==> src/rtl/ex_commit_ctrl_pkg.sv <==
// rtl/ex_commit_ctrl_pkg.sv - shared types and constants for the exception/ERTN commit controller
package ex_commit_ctrl_pkg;

  localparam int WB2CSR_LEN = 81;

  localparam logic [5:0] ECODE_INT     = 6'h00;
  localparam logic [5:0] ECODE_ADE     = 6'h08;
  localparam logic [5:0] ECODE_ALE     = 6'h09;
  localparam logic [8:0] ESUBCODE_ADEF = 9'h000;

  typedef enum logic [1:0] {
    ST_IDLE     = 2'd0,
    ST_COMMIT   = 2'd1,
    ST_REDIRECT = 2'd2
  } state_t;

  typedef enum logic {
    KIND_EX   = 1'b0,
    KIND_ERTN = 1'b1
  } kind_t;

  typedef struct packed {
    logic [5:0]  ecode;
    logic [8:0]  esubcode;
    logic [31:0] pc;
    logic [31:0] vaddr;
  } ev_fields_t;

  // Bus layout: {ertn_flush, wb_ex, ecode, esubcode, pc, vaddr}
  function automatic logic [WB2CSR_LEN-1:0] pack_bus(input logic ertn_flush,
                                                     input logic ex,
                                                     input ev_fields_t f);
    return {ertn_flush, ex, f.ecode, f.esubcode, f.pc, f.vaddr};
  endfunction

endpackage

==> src/rtl/ex_prio_sel.sv <==
// rtl/ex_prio_sel.sv - fixed-priority event selector: interrupt > exception > ERTN
module ex_prio_sel
  import ex_commit_ctrl_pkg::*;
#(
  parameter logic [5:0] INT_ECODE = 6'h00
) (
  input  logic        valid,
  input  logic        has_int,
  input  logic        ex,
  input  logic        ertn,
  input  logic [5:0]  ecode,
  input  logic [8:0]  esubcode,
  input  logic [31:0] pc,
  input  logic [31:0] vaddr,
  output logic        sel,
  output kind_t       kind,
  output ev_fields_t  fields
);

  always_comb begin
    sel    = 1'b0;
    kind   = KIND_EX;
    fields = '0;
    if (valid) begin
      if (has_int) begin
        sel          = 1'b1;
        kind         = KIND_EX;
        fields.ecode = INT_ECODE;
        fields.pc    = pc;
      end else if (ex) begin
        sel             = 1'b1;
        kind            = KIND_EX;
        fields.ecode    = ecode;
        fields.esubcode = esubcode;
        fields.pc       = pc;
        fields.vaddr    = vaddr;
      end else if (ertn) begin
        sel       = 1'b1;
        kind      = KIND_ERTN;
        fields.pc = pc;
      end
    end
  end

endmodule

==> src/rtl/ex_commit_ctrl.sv <==
// rtl/ex_commit_ctrl.sv - sequences exception/interrupt/ERTN commits to the CSR file and fetch redirect
// Optional commit counters enabled by defining EX_COMMIT_CNT_EN.
module ex_commit_ctrl #(
  parameter logic [5:0] ECODE_INT = 6'h00,
  parameter int         CNT_W     = 32
) (
  input  logic                                     clk,
  input  logic                                     resetn,
  input  logic                                     wb_valid,
  input  logic                                     wb_ex,
  input  logic [5:0]                               wb_ecode,
  input  logic [8:0]                               wb_esubcode,
  input  logic                                     wb_ertn,
  input  logic [31:0]                              wb_pc,
  input  logic [31:0]                              wb_vaddr,
  input  logic                                     has_int,
  input  logic [31:0]                              ex_entry,
  input  logic [31:0]                              era_pc,
  output logic [ex_commit_ctrl_pkg::WB2CSR_LEN-1:0] csr_in_bus,
  output logic                                     flush,
  output logic                                     wb_allowin,
  output logic                                     redirect_valid,
  output logic [31:0]                              redirect_pc,
  input  logic                                     redirect_ready,
  output logic [CNT_W-1:0]                         exc_count,
  output logic [CNT_W-1:0]                         ertn_count
);

  import ex_commit_ctrl_pkg::*;

  state_t     state, state_nxt;
  kind_t      kind_q, sel_kind;
  ev_fields_t fields_q, sel_fields;
  logic       sel;
  logic [31:0] redirect_pc_q;

  ex_prio_sel #(.INT_ECODE(ECODE_INT)) u_prio_sel (
    .valid    (wb_valid),
    .has_int  (has_int),
    .ex       (wb_ex),
    .ertn     (wb_ertn),
    .ecode    (wb_ecode),
    .esubcode (wb_esubcode),
    .pc       (wb_pc),
    .vaddr    (wb_vaddr),
    .sel      (sel),
    .kind     (sel_kind),
    .fields   (sel_fields)
  );

  always_ff @(posedge clk) begin
    if (!resetn) state <= ST_IDLE;
    else         state <= state_nxt;
  end

  always_comb begin
    state_nxt = state;
    case (state)
      ST_IDLE:     if (sel) state_nxt = ST_COMMIT;
      ST_COMMIT:   state_nxt = ST_REDIRECT;
      ST_REDIRECT: if (redirect_ready) state_nxt = ST_IDLE;
      default:     state_nxt = ST_IDLE;
    endcase
  end

  always_comb begin
    csr_in_bus     = '0;
    flush          = 1'b0;
    redirect_valid = 1'b0;
    wb_allowin     = 1'b0;
    case (state)
      ST_IDLE:     wb_allowin = 1'b1;
      ST_COMMIT: begin
        csr_in_bus = pack_bus(kind_q == KIND_ERTN, kind_q == KIND_EX, fields_q);
        flush      = 1'b1;
      end
      ST_REDIRECT: begin
        flush          = 1'b1;
        redirect_valid = 1'b1;
      end
      default:     wb_allowin = 1'b1;
    endcase
  end

  // Redirect target is captured in COMMIT, before the ERA write lands
  always_ff @(posedge clk) begin
    if (!resetn) begin
      kind_q        <= KIND_EX;
      fields_q      <= '0;
      redirect_pc_q <= '0;
    end else begin
      if (state == ST_IDLE && sel) begin
        kind_q   <= sel_kind;
        fields_q <= sel_fields;
      end
      if (state == ST_COMMIT)
        redirect_pc_q <= (kind_q == KIND_ERTN) ? era_pc : ex_entry;
    end
  end

  assign redirect_pc = redirect_pc_q;

`ifdef EX_COMMIT_CNT_EN
  logic [CNT_W-1:0] exc_cnt_q, ertn_cnt_q;

  always_ff @(posedge clk) begin
    if (!resetn) begin
      exc_cnt_q  <= '0;
      ertn_cnt_q <= '0;
    end else if (state == ST_COMMIT) begin
      if (kind_q == KIND_EX && exc_cnt_q != '1)
        exc_cnt_q <= exc_cnt_q + 1'b1;
      if (kind_q == KIND_ERTN && ertn_cnt_q != '1)
        ertn_cnt_q <= ertn_cnt_q + 1'b1;
    end
  end

  assign exc_count  = exc_cnt_q;
  assign ertn_count = ertn_cnt_q;
`else
  assign exc_count  = '0;
  assign ertn_count = '0;
`endif

endmodule

==> config.mk <==
export PLATFORM = sky130hd
export DESIGN_NAME = ex_commit_ctrl
export DESIGN_NICKNAME = d
export VERILOG_FILES = /design/src/rtl/ex_commit_ctrl_pkg.sv /design/src/rtl/ex_prio_sel.sv /design/src/rtl/ex_commit_ctrl.sv
export SDC_FILE = /design/constraint.sdc
export NUM_CORES = 1
export LEC_CHECK = 0
export CAP_MARGIN = 10
export CORE_ASPECT_RATIO = 0.7
export CORE_MARGIN = 1.5
export CORE_UTILIZATION = 40
export CTS_CLUSTER_SIZE = 30
export DETAILED_ROUTE_END_ITERATION = 16
export GPL_TIMING_DRIVEN = 1
export PLACE_DENSITY = 0.81
export SYNTH_ARGS = -nofsm -noshare
export SYNTH_HDL_FRONTEND = slang
export SYNTH_HIERARCHICAL = 1
export SYNTH_SLANG_ARGS = --single-unit
==> constraint.sdc <==
create_clock -name clk -period 2.45 [get_ports clk]
set_input_delay 0.49 -clock clk [delete_from_list [all_inputs] [get_ports clk]]
set_output_delay 0.49 -clock clk [all_outputs]
set_load 0.02 [all_outputs]
# == Yosys cells after proc, flatten, opt, wreduce, memory -nomap -nowiden ==
# Index checks and enable logic that the tools add are counted.
# word_totals
register_bits,114
latch_bits,0
mem_bits_rw,0
romBits,0
wordCells,40
memories,0
# classes
n_addsub,0
mul,0
n_div,0
n_lt_le_gt_ge,0
eq_ne,4
n_shift,0
mux,24
bitwise,1
n_reduce_logical,4
# ops
operator,n
$mux W32,6
$mux W81,1
$mux W79,1
$mux W15,1
$mux W1,10
$mux W9,1
$mux W6,1
$pmux W2 S3,1
$mux W2,2
$ne A2 B2 Y1 const B,2
$eq A2 B1 Y1 const B,1
$eq A2 B2 Y1 const B,1
$logic_not A2 Y1,1
$reduce_and A2 Y1,1
$reduce_or A2 Y1,1
$logic_and A1 B1 Y1,1
$not A1 Y1,1

# == Depth between registers and ports, before layout ==
# logic_depth
depth_word,6
ltp_mapped,8

# == By module ==
# The synthesis kept the hierarchy.
# by_module_without_submodules
mod,n_inst,cells_each,area_per_inst_um2,seq_area_each_um2
ex_commit_ctrl,1,664,5886.9,2282.2
ex_prio_sel,1,112,1052.3,0.0

# == Worst setup path after synthesis ==
# OpenSTA, ideal clock, no wires.
# synth_timing
path_kind,register -> output
start,register state[1]
end,output csr_in_bus[79] in the netlist's numbering
arrival_ps,1257
t_required_ps,1960
path_slack_ps,703
stages_incl_launch_ff,6
cell_sequence,dfxtp_1 > inv_1 > ha_1 > buf_4 > clkbuf_1 > nor2b_1
# synth_between
elab_chain_len,2
# synth_rtl
element,line,text
"start, declared",ex_commit_ctrl.sv:31,"state_t state, state_nxt;"
"start signal, assigned",ex_commit_ctrl.sv:53,else state <= state_nxt;
$eq A2 B1 Y1,ex_commit_ctrl.sv:71,case (state)
$mux W81,ex_commit_ctrl.sv:71,
"end, declared",ex_commit_ctrl.sv:19,"output logic [ex_commit_ctrl_pkg::WB2CSR_LEN-1:0] csr_in_bus,"
# No other way between the ends.

# == Worst setup path in the final report ==
# layout_timing
start,register state[1]
end,output csr_in_bus[70] in the netlist's numbering
# The elaborated chain is that of the path after synthesis.

==> impl_metrics.yaml <==
outcome:
  status: "finished clean"
floorplanning:
  initial_core_util_pct: 40.7
  row_count: 40
  core_sq_um: 17100
  dieArea_sq_um: 18200
  die_h_microns: 113
  io_pins: 330
  die_w_microns: 160
pwr:
  p_comb_share_pct: 35.2
  peakVddDrop_uv: 348
  clockPowerShare_pct: 33.2
  p_int_w: 0.00481
  power_frac_seq_pct: 31.6
  power_density_nw_per_um2: 749
  p_sw_share_pct: 34.1
  net-switching-power_w: 0.00249
  p_leak_nw: 4.04
timing:
  min_period_over_period_pct: 95.9
  finClkSkew_ns: 0.00526
  period_needed_ns: 2.35
  slew_viol_final: 0
  tightest_slew_ns: 0.808
  hold_viol: 0
  rsz0062_at_grt: "true"
  layout_setup_ws_ns: 0.100
  setup_viol: 0
  tns_ns: 0
  max_freq_ghz: 0.426
  relSlewSlack_pct: 46.1
worst_setup_path:
  startpoint_type: "flip-flop"
  ff2ff_setup_slack_ns: 0.75
  crit_path_top_delay_cell: "dlygate4sd2_1"
  cpLargestDelayFamily: "buffers and inverters"
  crit_type: "reg -> out"
  required_ns: 1.96
  crit_cells: 5
  cp_num_buf_inv: 3
  worst_ep_arrival_time_ns: 1.86
  r2r_cells: 6
  r2r-start: "state[1]$_SDFFE_PN0P_"
  r2r-end: "fields_q[34]$_SDFFE_PN0P_"
  cp_max_fo: 64
  max_stage_delay_ns: 0.33
  path_cells: "inv_1, ha_4, buf_16, and2_1, dlygate4sd2_1"
  endpoint_kind: "primary output"
placement:
  place_ws_ns: 0.253
  gp_congestion: 0.724
  io_buffers: 265
  placed_cell_area_sq_um: 9250
  hpwlAfterDp_microns: 12800
synth:
  synth-seq-area-share_pct: 32.9
  yosys_warnings: 6
  synthCells: 776
  syn_area_sq_um: 6940
  syn_avg_cell_area_sq_um: 8.94
  ys_ff_latch: 114
  yosys.cell_types.count: 27
clocking:
  cts.sinks: 114
  clockBufferDepth: 2
  cts_tree: "built"
  cts_max_level: 4
  ctsHoldBuffers: 0
  cts_root_buf: "clkbuf_16"
  numCtsBuffers: 17
  clk_pin_slew_ns: 0.05
  clk_latency_ns: 0.40
drt:
  vias_per_cell: 4.90
  wl_met1_microns: 8580
  drcViolationCount: 0
  wire_per_inst_microns: 15.4
  dr_total_vias: 6061
  highest_layer: "met4"
  dr.first_iter.drc_count: 288
  routed_wl_microns: 19000
  dr.pass1.iters: 4
  ant_nets: 0
  met2_length_microns: 8650
  dr_wl_met3_microns: 1700
cells_and_area:
  syn_to_final_growth_pct: 40.5
  fillCellCount: 1586
  insertedDiodeCount: 0
  drive_gt1_share_pct: 14.4
  finalInstanceArea_sq_um: 9750
  nNetsFinal: 1148
run:
  maxCapViolations: 0
global_routing:
  antenna_found_initial: 0
  grt_max_degree: 81
  grt_pass1_wl_microns: 29500
  grt_overflow_total: 0
  grt_pass1_vias: 5634
  grt_usage_pct: 20.4
worst_hold_path:
  hold_depth: 2
  hold_end: "fields_q[60]$_SDFFE_PN0P_"
  hp-class: "reg -> reg"
  hp-start: "fields_q[60]$_SDFFE_PN0P_"
==> cell usage after synthesis (all sizes together) <==
cell type | number | area, sq um
a21boi | 80 | 871
and4bb | 1 | 12.5
mux2i | 34 | 340
clkbuf | 29 | 149
a22oi | 1 | 7.51
nand2 | 165 | 619
conb | 1 | 3.75
o31a | 1 | 8.76
o21ai | 32 | 160
ha | 5 | 62.6
inv | 5 | 18.8
o311a | 32 | 320
and4b | 47 | 494
buf | 115 | 915
a21oi | 32 | 160
and2 | 81 | 508
dfxtp | 114 | 2280
nor2b | 1 | 6.26
==> layout make-up <==
type	count	area [sq um]	share of cell area, %
Multi-Input combinational cell	576	3830	39.3
Timing Repair Buffer	279	2750	28.2
Sequential cell	114	2280	23.4
Clock buffer	21	470	4.83
Tap cell	231	289	2.96
Clock inverter	10	109	1.12
Inverter	5	18.8	0.193
==> worst max path at each step <==
| stage | startpoint | end | slack (ns) |
|---|---|---|---|
| final | state[1]$_SDFFE_PN0P_ | csr_in_bus[70] | 0.1 |
| after global routing | state[1]$_SDFFE_PN0P_ | csr_in_bus[57] | -0.0004 |
| after CTS | state[0]$_SDFFE_PN0P_ | flush | 0.03 |
| after detailed placement | state[1]$_SDFFE_PN0P_ | csr_in_bus[73] | 0.25 |
| after global placement | state[1]$_SDFFE_PN0P_ | csr_in_bus[63] | 0.28 |
| after floorplan | state[1]$_SDFFE_PN0P_ | csr_in_bus[79] | 0.70 |
==> cells in the final DEF (no fill, tap or decap), drive strengths merged, types with 34 or more instances in the layout <==
master / synthesis / routed
and4b: 47 / 47
and2: 81 / 81
dlygate4sd2: 0 / 74
mux2i: 34 / 34
conb: 1 / 64
clkdlybuf4s50: 0 / 178
a21boi: 80 / 80
nand2: 165 / 165
dfxtp: 114 / 114
==> power by group through the flow <==
| stage | Sequential [W] | Combinational [W] | Clock, W |
|---|---|---|---|
| after CTS | 0.00231 | 0.00257 | 0.00248 |
| after floorplan | 0.00259 | 0.00138 | 0 |
| final | 0.00231 | 0.00257 | 0.00242 |
| after global routing | 0.00234 | 0.00275 | 0.00257 |
| after global placement | 0.00233 | 0.00256 | 0 |
| after detailed placement | 0.00235 | 0.00259 | 0 |
==> layer usage <==
layer	GRT usage, %	vias up
met2	33.2	233
li1	-	2971
met4	4.67	0
met5	0	-
met1	25.9	2849
met3	7.29	8
==> kinds of logic after synthesis <==
logic type | Yosys count | share of synthesized area, %
multiplexers | 34 | 4.90
other | 1 | 0.0540
buffers and inverters | 149 | 15.6
AND/OR/NAND/NOR | 295 | 23.6
AO/OA/AOI/OAI | 178 | 22.0
adder cells (fa/ha/maj) | 5 | 0.902
flip-flops | 114 | 32.9
==> registers in the layout, summed over array words and instances, names as in the netlist <==
signal / cells
redirect_pc: 32
fields_q: 79
state: 2
kind_q: 1
==> tightest hold or removal path, cell delays in order, from the launching register on <==
cell and delay [ns]:
dfxtp_1 0.30, nand2_1 0.05, a21boi_1 0.05
==> stage by stage <==
step                hold slack [ns]  cells  total power [W]  util, %
floorplan                     0.430    839          0.00397        -
global placement              0.437   1205          0.00489     54.2
detailed placement            0.447   1205          0.00493     54.2
CTS                           0.454   1236          0.00736     57.0
global route                  0.467   1236          0.00766     57.1
finish                        0.452   1236          0.00730     57.1
==> what timing repair did <==
action / CTS / global route
cloned: 0 / 0
gates resized for setup: 83 / 11
buffers inserted: 0 / 0
endpoints found under the setup margin: 82 / 9
Power figures use the tool's default switching activity.
